==> src/rtl/seven_seg_pkg.sv <==
// seven_seg_pkg: shared constants and active-low hex segment table for the display scanner
package seven_seg_pkg;
    localparam int N_DIGITS = 8;
    localparam logic [2:0] DIG_STATUS = 3'd7;
    localparam logic [2:0] DIG_VAL_MSB = 3'd3;
    localparam logic [6:0] SEG_BLANK = 7'h7F;
    // {g,f,e,d,c,b,a}, a zero bit lights the segment
    localparam logic [6:0] HEX_SEG [16] = '{
        7'h40, 7'h79, 7'h24, 7'h30, 7'h19, 7'h12, 7'h02, 7'h78,
        7'h00, 7'h10, 7'h08, 7'h03, 7'h46, 7'h21, 7'h06, 7'h0E
    };
endpackage

==> src/rtl/seven_seg_scanner_if.sv <==
// seven_seg_scanner_if: calculator-side values in, display pins out
interface seven_seg_scanner_if;
    import seven_seg_pkg::*;
    logic [15:0] ToDisplay;
    logic [3:0] Flags;
    logic [2:0] Status;
    logic [N_DIGITS-1:0] AN;
    logic [6:0] SEG;
    logic DP;
    modport master(output ToDisplay, Flags, Status, input AN, SEG, DP);
    modport slave(input ToDisplay, Flags, Status, output AN, SEG, DP);
endinterface

==> src/rtl/hex_to_7seg.sv <==
// hex_to_7seg: nibble to active-low segment pattern, with forced blank
module hex_to_7seg
    import seven_seg_pkg::*;
(
    input  logic [3:0] nibble,
    input  logic       blank,
    output logic [6:0] seg
);
    // table lookup unless the digit is suppressed
    always_comb seg = blank ? SEG_BLANK : HEX_SEG[nibble];
endmodule

==> src/rtl/seven_seg_scanner.sv <==
// seven_seg_scanner: time-multiplexed 8-digit driver with per-frame input snapshot
module seven_seg_scanner
    import seven_seg_pkg::*;
#(
    parameter int REFRESH_DIV  = 100000,
    parameter int BLANK_CYCLES = 1000,
    parameter int LZ_BLANK     = 0
) (
    input logic clk,
    input logic resetN,
    seven_seg_scanner_if.slave bus
);
    localparam int CW = $clog2(REFRESH_DIV);
    localparam logic [CW-1:0] DIV_LAST = CW'(REFRESH_DIV - 1);
    localparam logic [CW-1:0] BLANK_END = CW'(BLANK_CYCLES);

    logic [CW-1:0] div_cnt;
    logic [2:0] dig;
    logic [15:0] snap_val;
    logic [3:0] snap_flags;
    logic [2:0] snap_stat;
    logic wrap;
    logic [3:0] lz_zero;
    logic lz_hit;
    logic digit_blank;
    logic dp_d;
    logic [3:0] nibble;
    logic [6:0] seg_d;

    // digit content selection; lz_zero[k] means nibbles k..3 are all zero (digit 0 never blanks)
    always_comb begin
        wrap = div_cnt == DIV_LAST;
        lz_zero[3] = snap_val[15:12] == 4'h0;
        lz_zero[2] = lz_zero[3] && snap_val[11:8] == 4'h0;
        lz_zero[1] = lz_zero[2] && snap_val[7:4] == 4'h0;
        lz_zero[0] = 1'b0;
        lz_hit = LZ_BLANK != 0 && !dig[2] && lz_zero[dig[1:0]];
        digit_blank = (dig > DIG_VAL_MSB && dig != DIG_STATUS) || lz_hit;
        nibble = dig == DIG_STATUS ? {1'b0, snap_stat} : snap_val[{dig[1:0], 2'b00} +: 4];
        dp_d = dig > DIG_VAL_MSB ? ~snap_flags[dig[1:0]] : 1'b1;
    end

    hex_to_7seg u_hex (
        .nibble(nibble),
        .blank (digit_blank),
        .seg   (seg_d)
    );

    // slot counter, digit index, and once-per-frame snapshot on the 7->0 wrap
    always_ff @(posedge clk or negedge resetN) begin
        if (!resetN) begin
            div_cnt <= '0;
            dig <= '0;
            snap_val <= '0;
            snap_flags <= '0;
            snap_stat <= '0;
        end else begin
            div_cnt <= wrap ? '0 : div_cnt + 1'b1;
            if (wrap) dig <= dig + 1'b1;
            if (wrap && dig == DIG_STATUS) begin
                snap_val <= bus.ToDisplay;
                snap_flags <= bus.Flags;
                snap_stat <= bus.Status;
            end
        end
    end

    // registered pins; anodes stay off during the start-of-slot blanking window
    always_ff @(posedge clk or negedge resetN) begin
        if (!resetN) begin
            bus.AN <= 8'hFF;
            bus.SEG <= SEG_BLANK;
            bus.DP <= 1'b1;
        end else begin
            bus.AN <= div_cnt < BLANK_END ? 8'hFF : ~(8'b1 << dig);
            bus.SEG <= seg_d;
            bus.DP <= dp_d;
        end
    end
endmodule

==> src/flat_wrapper.sv <==
// flat-port wrapper written by rule: the top's interface ports become plain ports
module seven_seg_scanner_flat import seven_seg_pkg::*;
#(
    parameter int REFRESH_DIV  = 100000,
    parameter int BLANK_CYCLES = 1000,
    parameter int LZ_BLANK     = 0
)
  (clk, resetN, bus_ToDisplay, bus_Flags, bus_Status, bus_AN, bus_SEG, bus_DP);
  seven_seg_scanner_if bus_i ();
  input logic clk;
  input logic resetN;
  input wire logic [$bits(bus_i.ToDisplay)-1:0] bus_ToDisplay;
  input wire logic [$bits(bus_i.Flags)-1:0] bus_Flags;
  input wire logic [$bits(bus_i.Status)-1:0] bus_Status;
  output wire logic [$bits(bus_i.AN)-1:0] bus_AN;
  output wire logic [$bits(bus_i.SEG)-1:0] bus_SEG;
  output wire logic [$bits(bus_i.DP)-1:0] bus_DP;
  assign bus_i.ToDisplay = bus_ToDisplay;
  assign bus_i.Flags = bus_Flags;
  assign bus_i.Status = bus_Status;
  assign bus_AN = bus_i.AN;
  assign bus_SEG = bus_i.SEG;
  assign bus_DP = bus_i.DP;
  seven_seg_scanner #(.REFRESH_DIV(REFRESH_DIV), .BLANK_CYCLES(BLANK_CYCLES), .LZ_BLANK(LZ_BLANK)) u_core (.clk(clk), .resetN(resetN), .bus(bus_i));
endmodule
==> config.mk <==
export PLATFORM = sky130hd
export DESIGN_NAME = seven_seg_scanner_flat
export DESIGN_NICKNAME = d
export VERILOG_FILES = /design/src/rtl/seven_seg_pkg.sv /design/src/rtl/seven_seg_scanner_if.sv /design/src/rtl/hex_to_7seg.sv /design/src/rtl/seven_seg_scanner.sv /design/src/flat_wrapper.sv
export SDC_FILE = /design/constraint.sdc
export NUM_CORES = 1
export LEC_CHECK = 0
export ABC_AREA = 1
export ABC_CLOCK_PERIOD_IN_PS = 2900
export BUFFER_PORTS_ARGS = -buffer_cell sky130_fd_sc_hd__buf_2
export CORE_MARGIN = 2
export CORE_UTILIZATION = 57
export CTS_CLUSTER_SIZE = 40
export DETAILED_ROUTE_END_ITERATION = 7
export PLACE_DENSITY = 0.78
export SYNTH_ARGS = -nofsm -noshare
export SYNTH_HDL_FRONTEND = slang
export SYNTH_SLANG_ARGS = --single-unit
==> constraint.sdc <==
create_clock -name clk -period 2.9 [get_ports clk]
set_input_delay 0.145 -clock clk [delete_from_list [all_inputs] [get_ports clk]]
set_output_delay 0.145 -clock clk [all_outputs]
set_load 0.02 [all_outputs]
==> out/metrics.yaml, run 1 <==
antenna_found_initial: 0
path_max_fanout: 14
cts_tree: "yes"
num_antenna_cells: 0
timing.slew.headroom_pct: 32.4
syn_inst: 392
path_clk_slew_ns: 0.06
area_delta_synth_final_pct: 14.2
setup_viol: 0
setup_slack_ns: 0.333
drv_slew: 0
yosysWarnings: 0
num_io_pins: 41
p_leak_nw: 1.80
portBuffers: 40
cts_hold_buf: 0
power.share.clock_pct: 43.8
grt_pass1_wl_mm: 11.3
dr.pass1.iters: 7
grt_pass1_vias: 2476
fmax_mhz: 390
dpl_cell_area_um2: 3360
endpoint_kind: "flop"
min_period_over_period_pct: 88.5
swShare_pct: 20.6
root_buffer: "clkbuf_8"
placed_cells: 493
htree_num_levels: 3
p_per_area_nw_per_um2: 430
start_util_pct: 60.0
ys_seq_area_share_pct: 48.2
syn_area_um2: 3100
critical_path_class: "flop to flop"
nets: 473
fp.dieArea_um2: 6050
final_area_um2: 3540
antenna_left: 0
first_iter_violations: 228
p_sw_mw: 0.313
layout_common_cells: "136 x nand2_1, 43 x dfrtp_1, 40 x inv_1, 40 x buf_2, 31 x nand3_1"
finalPower_mw: 1.52
required_ns: 3.15
vias_per_cell: 5.23
cts.path.max_buffers: 2
min_path_type: "input pin to async pin"
synth.net_count: 431
drt-total-wl_mm: 6.37
cts.repair.resized: 0
worstMarginPinSlew_ns: 1.01
gr-usage-all-layers_pct: 23.8
period_minus_slack_ns: 2.57
cts_sinks: 59
hold_viol_final: 9
synth.distinct_cells: 25
die_w_um: 77.8
rows: 26
fin_util_pct: 68.5
grt-ovfl-total: 0
synth.avg_cell_area_um2: 7.92
seq_power_share_pct: 54.2
drive_gt1_share_pct: 18.3
vias: 2658
die_y_um: 77.8
remaining_drc_errors: 0
rsz0062_at_grt: "false"
place_hpwl_mm: 4.56
gp_congestion: 0.902
worstPathArrival_ns: 2.82
grt_max_degree: 47
post_cts_buffers: 0
startpoint_type: "flop"
status: "complete, but fails checks"
cts_made_buffers: 9
setup-tns-final_ns: 0
ir_worst_vdd_v: 0.000292
skew_ns: 0.00858
hold-worst-slack_ns: -0.00618
clock_latency_ns: 0.33
post-place-ws_ns: 0.420
core_area_um2: 5170
cap_viol_max_count: 0
stdcell_count: 508
violations: "hold timing"
share_comb_of_total_power_pct: 2.1
synth_seq_cells: 59
p_int_mw: 1.21
detail_route.wl_per_cell_um: 12.5
layout_commonest_cell: "nand2_1"
critical path: stages, from the launching register on:
cell,delay [ns]
dfrtp_1,0.59
ha_1,0.27
ha_1,0.20
inv_1,0.12
o21ai_0,0.52
inv_1,0.20
ha_1,0.29
nand2_1,0.10
o21ai_0,0.10
nand2_1,0.07
nand2_1,0.05
final cells by class:
cell class	instances	area, µm²
timing repair buffer	44	230
inverter	41	154
multi-input combinational	279	1400
clock inverter	2	10.0
clock buffer	13	169
sequential	59	1500
tap	70	87.6
fill	455	1630
cells by family (layout without fill, tap and decap cells):
kind of cell | after synthesis | in the layout | synth area share, %
compound gates | 23 | 23 | 3.87
buf+inv | 54 | 100 | 6.77
fa+ha+maj | 14 | 14 | 5.65
xor+xnor | 10 | 10 | 2.82
flops | 59 | 59 | 48.2
simple gates | 232 | 232 | 32.7
path summary, 6_finish.rpt:
check | endpoint | from | cells past startpoint | slack (ns)
worst max-delay path | u_core.bus.SEG[5] | u_core.dig[0] | 10 | 0.33
worst min-delay path | u_core.snap_val[3] | resetN | 1 | -0.006
worst max register to register | u_core.bus.SEG[5] | u_core.dig[0] | 10 | 0.33
worst min register to register | u_core.div_cnt[0] | u_core.div_cnt[0] | 1 | 0.48
max in group asynchronous | u_core.bus.AN[6] | resetN | 2 | 2.08
min in group clk | u_core.snap_val[8] | bus_ToDisplay[8] | 3 | 0.07
power groups by stage:
stage               Clock, mW  Sequential (mW)  Combinational, mW
finish                  0.666            0.824             0.0314
CTS                     0.672            0.824             0.0328
detailed placement          0            0.839             0.0328
global placement            0            0.839             0.0315
global route            0.711            0.824             0.0367
per-layer routing:
layer	global-route usage [%]	part of all wire (%)	vias up
li1	-	-	1334
met1	33.4	47	1208
met3	4.19	6.2	12
met5	0	0	-
met4	9.29	1.8	0
met2	36.8	45	104
flip-flops by register name, indices dropped and copies added (netlist names):
name	flops
u_core.bus.AN	8
u_core.bus.DP	1
u_core.bus.SEG	7
u_core.dig	3
u_core.div_cnt	17
u_core.snap_flags	4
u_core.snap_stat	3
u_core.snap_val	16
synth_stat cells:
cell | count | area share [%]
nand2_1 | 136 | 16
dfrtp_1 | 43 | 35
inv_1 | 40 | 4.8
nand3_1 | 31 | 5.0
nor2_1 | 29 | 3.5
nand4_1 | 24 | 4.8
dfstp_2 | 16 | 14
ha_1 | 14 | 5.6
o21ai_0 | 12 | 1.9
xor2_1 | 10 | 2.8
a21oi_1 | 8 | 1.3
clkbuf_1 | 7 | 0.85
buf_2 | 6 | 0.97
nor3_1 | 5 | 0.81
a31oi_1 | 1 | 0.20
inv_2 | 1 | 0.12
nand2_2 | 1 | 0.20
nand3_2 | 1 | 0.32
nand3b_1 | 1 | 0.24
nor2_2 | 1 | 0.20
nor4_1 | 1 | 0.20
nor4_4 | 1 | 0.69
o211ai_1 | 1 | 0.24
o22ai_1 | 1 | 0.20
or2_2 | 1 | 0.20
Note: power is estimated with default switching activity, not from simulation.
==> inputs of run 2 (changes only) <==
--- a/config.mk
+++ b/config.mk
@@ -9,10 +9,11 @@
 export ABC_CLOCK_PERIOD_IN_PS = 2900
 export BUFFER_PORTS_ARGS = -buffer_cell sky130_fd_sc_hd__buf_2
 export CORE_MARGIN = 2
-export CORE_UTILIZATION = 57
+export CORE_UTILIZATION = 60
+export CTS_BUF_LIST = sky130_fd_sc_hd__clkbuf_8
 export CTS_CLUSTER_SIZE = 40
 export DETAILED_ROUTE_END_ITERATION = 7
-export PLACE_DENSITY = 0.78
+export PLACE_DENSITY = 0.81
 export SYNTH_ARGS = -nofsm -noshare
 export SYNTH_HDL_FRONTEND = slang
 export SYNTH_SLANG_ARGS = --single-unit
==> out/metrics.yaml, run 2 (same netlist as run 1, synthesis figures left out) <==
status: "complete, but fails checks"
violations: "hold timing"
antenna_left: 0  # unchanged
die_w_um: 75.9  # -2.4%
drv_slew: 0  # unchanged
hold-worst-slack_ns: -0.0196  # -0.0134 ns
fmax_mhz: 406  # +4.2%
top_register: "u_core.div_cnt"
vias_per_cell: 5.23  # about the same
grt_pass1_wl_mm: 11.6  # +2.7%
gp_congestion: 0.969  # +7.4%
timing.slew.headroom_pct: 33.7  # +1.2 points
endpoint_kind: "flop"
dpl_cell_area_um2: 3360  # unchanged
cts_made_buffers: 9  # unchanged
portBuffers: 40  # unchanged
critical_path_class: "flop to flop"
worstPathArrival_ns: 2.74  # -0.08 ns
layout_common_cells: "136 x nand2_1, 43 x dfrtp_1, 41 x inv_1"
worstMarginPinSlew_ns: 0.995  # -0.0185 ns
grt_max_degree: 48  # +2.1%
htree_num_levels: 3  # unchanged
area_delta_synth_final_pct: 15.5
min_period_over_period_pct: 85.0  # -3.5 points
vias: 2663  # +0.19%
hold_viol_final: 43  # +34
path_max_fanout: 14  # unchanged
drt-total-wl_mm: 6.42  # +0.79%
period_minus_slack_ns: 2.46  # -0.102 ns
cts_tree: "yes"
die_y_um: 75.9  # -2.4%
place_hpwl_mm: 4.67  # +2.4%
multi_input_area_um2: 1400  # unchanged
min_path_type: "input pin to async pin"
core_area_um2: 5040  # -2.5%
root_buffer: "clkbuf_8"
cts_hold_buf: 0  # unchanged
remaining_drc_errors: 0  # unchanged
required_ns: 3.17  # +0.02 ns
p_leak_nw: 1.82  # +1.0%
start_util_pct: 61.5  # +1.5 points
cts.repair.resized: 0  # unchanged
num_io_pins: 41  # unchanged
regArea_um2: 1500  # unchanged
largest_reg_flops: 17  # unchanged
reg_top3: "u_core.div_cnt: 17 flops, u_core.snap_val: 16 flops, u_core.bus.AN: 8 flops"
cap_viol_max_count: 0  # unchanged
first_iter_violations: 261  # +14%
cts.path.max_buffers: 2  # unchanged
startpoint_type: "flop"
rows: 26  # unchanged
detail_route.wl_per_cell_um: 12.6  # +0.59%
gr-usage-all-layers_pct: 25.5  # +1.7 points
antenna_found_initial: 0  # unchanged
p_per_area_nw_per_um2: 467  # +8.7%
grt_pass1_vias: 2473  # -0.12%
nets: 473  # unchanged
rsz0062_at_grt: "false"
final_area_um2: 3580  # +1.1%
grt-ovfl-total: 0  # unchanged
clock_latency_ns: 0.34  # about the same
post_cts_buffers: 0  # unchanged
num_antenna_cells: 0  # unchanged
cts_sinks: 59  # unchanged
setup_viol: 0  # unchanged
drive_gt1_share_pct: 18.5  # +0.19 points
ir_worst_vdd_v: 0.000344  # +18%
fp.dieArea_um2: 5760  # -4.7%
layout_commonest_cell: "nand2_1"
dr.pass1.iters: 5  # -2
skew_ns: 0.00761  # -0.000974 ns
fillers: 390  # -14%
path_clk_slew_ns: 0.07  # about the same
setup-tns-final_ns: 0  # unchanged
## run 2: changes by cell type in the layout (fill, tap and decap cells not counted), sizes merged
| cell | previous run | this run |
|---|---|---|
| inv | 41 | 42 |
| bufinv | 0 | 2 |
| clkinvlp | 0 | 1 |
| clkbuf | 13 | 10 |
## run 2: stage by stage
| step | instances | worst slack, ns | hold WS [ns] | util (%) | power (mW) |
|---|---|---|---|---|---|
| after floorplan | 392 | 0.663 | -0.151 | - | 0.839 |
| after global placement | 493 | 0.488 | 0.372 | 66.7 | 0.870 |
| after detailed placement | 493 | 0.491 | 0.370 | 66.7 | 0.871 |
| after CTS | 509 | 0.451 | 0.0140 | 71.1 | 1.68 |
| after global routing | 509 | 0.0753 | 0.0615 | 71.1 | 1.73 |
| final | 509 | 0.436 | -0.0196 | 71.1 | 1.67 |
## run 2: final timing paths
path,startpoint,to,slack [ns],cells after the start
worst max-delay path,u_core.dig[0],u_core.bus.SEG[6],0.44,10
worst min-delay path,resetN,u_core.div_cnt[15],-0.02,1
worst max register to register,u_core.dig[0],u_core.bus.SEG[6],0.44,10
worst min register to register,u_core.div_cnt[0],u_core.div_cnt[0],0.46,1
max in group asynchronous,resetN,u_core.bus.AN[3],2.12,2
min in group clk,bus_ToDisplay[10],u_core.snap_val[10],0.06,3
## run 2: report_power, final
part | total [mW] | switching, mW | internal (mW)
Clock | 0.817 | 0.317 | 0.501
Combinational | 0.0309 | 0.0189 | 0.0120
Sequential | 0.824 | 0 | 0.824
Total | 1.67 | 0.336 | 1.34
## run 2: area by class of cell
| cell class | count | area share, % |
|---|---|---|
| Clock buffer | 10 | 3.84 |
| Clock inverter | 6 | 2.27 |
| Inverter | 41 | 4.29 |
| Multi-Input combinational cell | 279 | 39.0 |
| Sequential cell | 59 | 41.8 |
| Tap cell | 70 | 2.44 |
| Timing Repair Buffer | 44 | 6.42 |
## run 2: worst max-delay path, stage by stage (launching register included)
cell     delay (ns)
dfrtp_1        0.58
ha_1           0.27
ha_1           0.20
inv_1          0.11
o21ai_0        0.50
inv_1          0.17
ha_1           0.26
nand2_1        0.10
o21ai_0        0.09
nand2_1        0.07
nand2_1        0.05
## run 2: layer usage
metal	global-route usage, %	wire length (µm)	up-vias
li1	-	-	1338
met1	36.1	3000	1244
met2	38.8	2990	72
met3	5.12	304	9
met4	10.7	114	0
met5	0	0	-
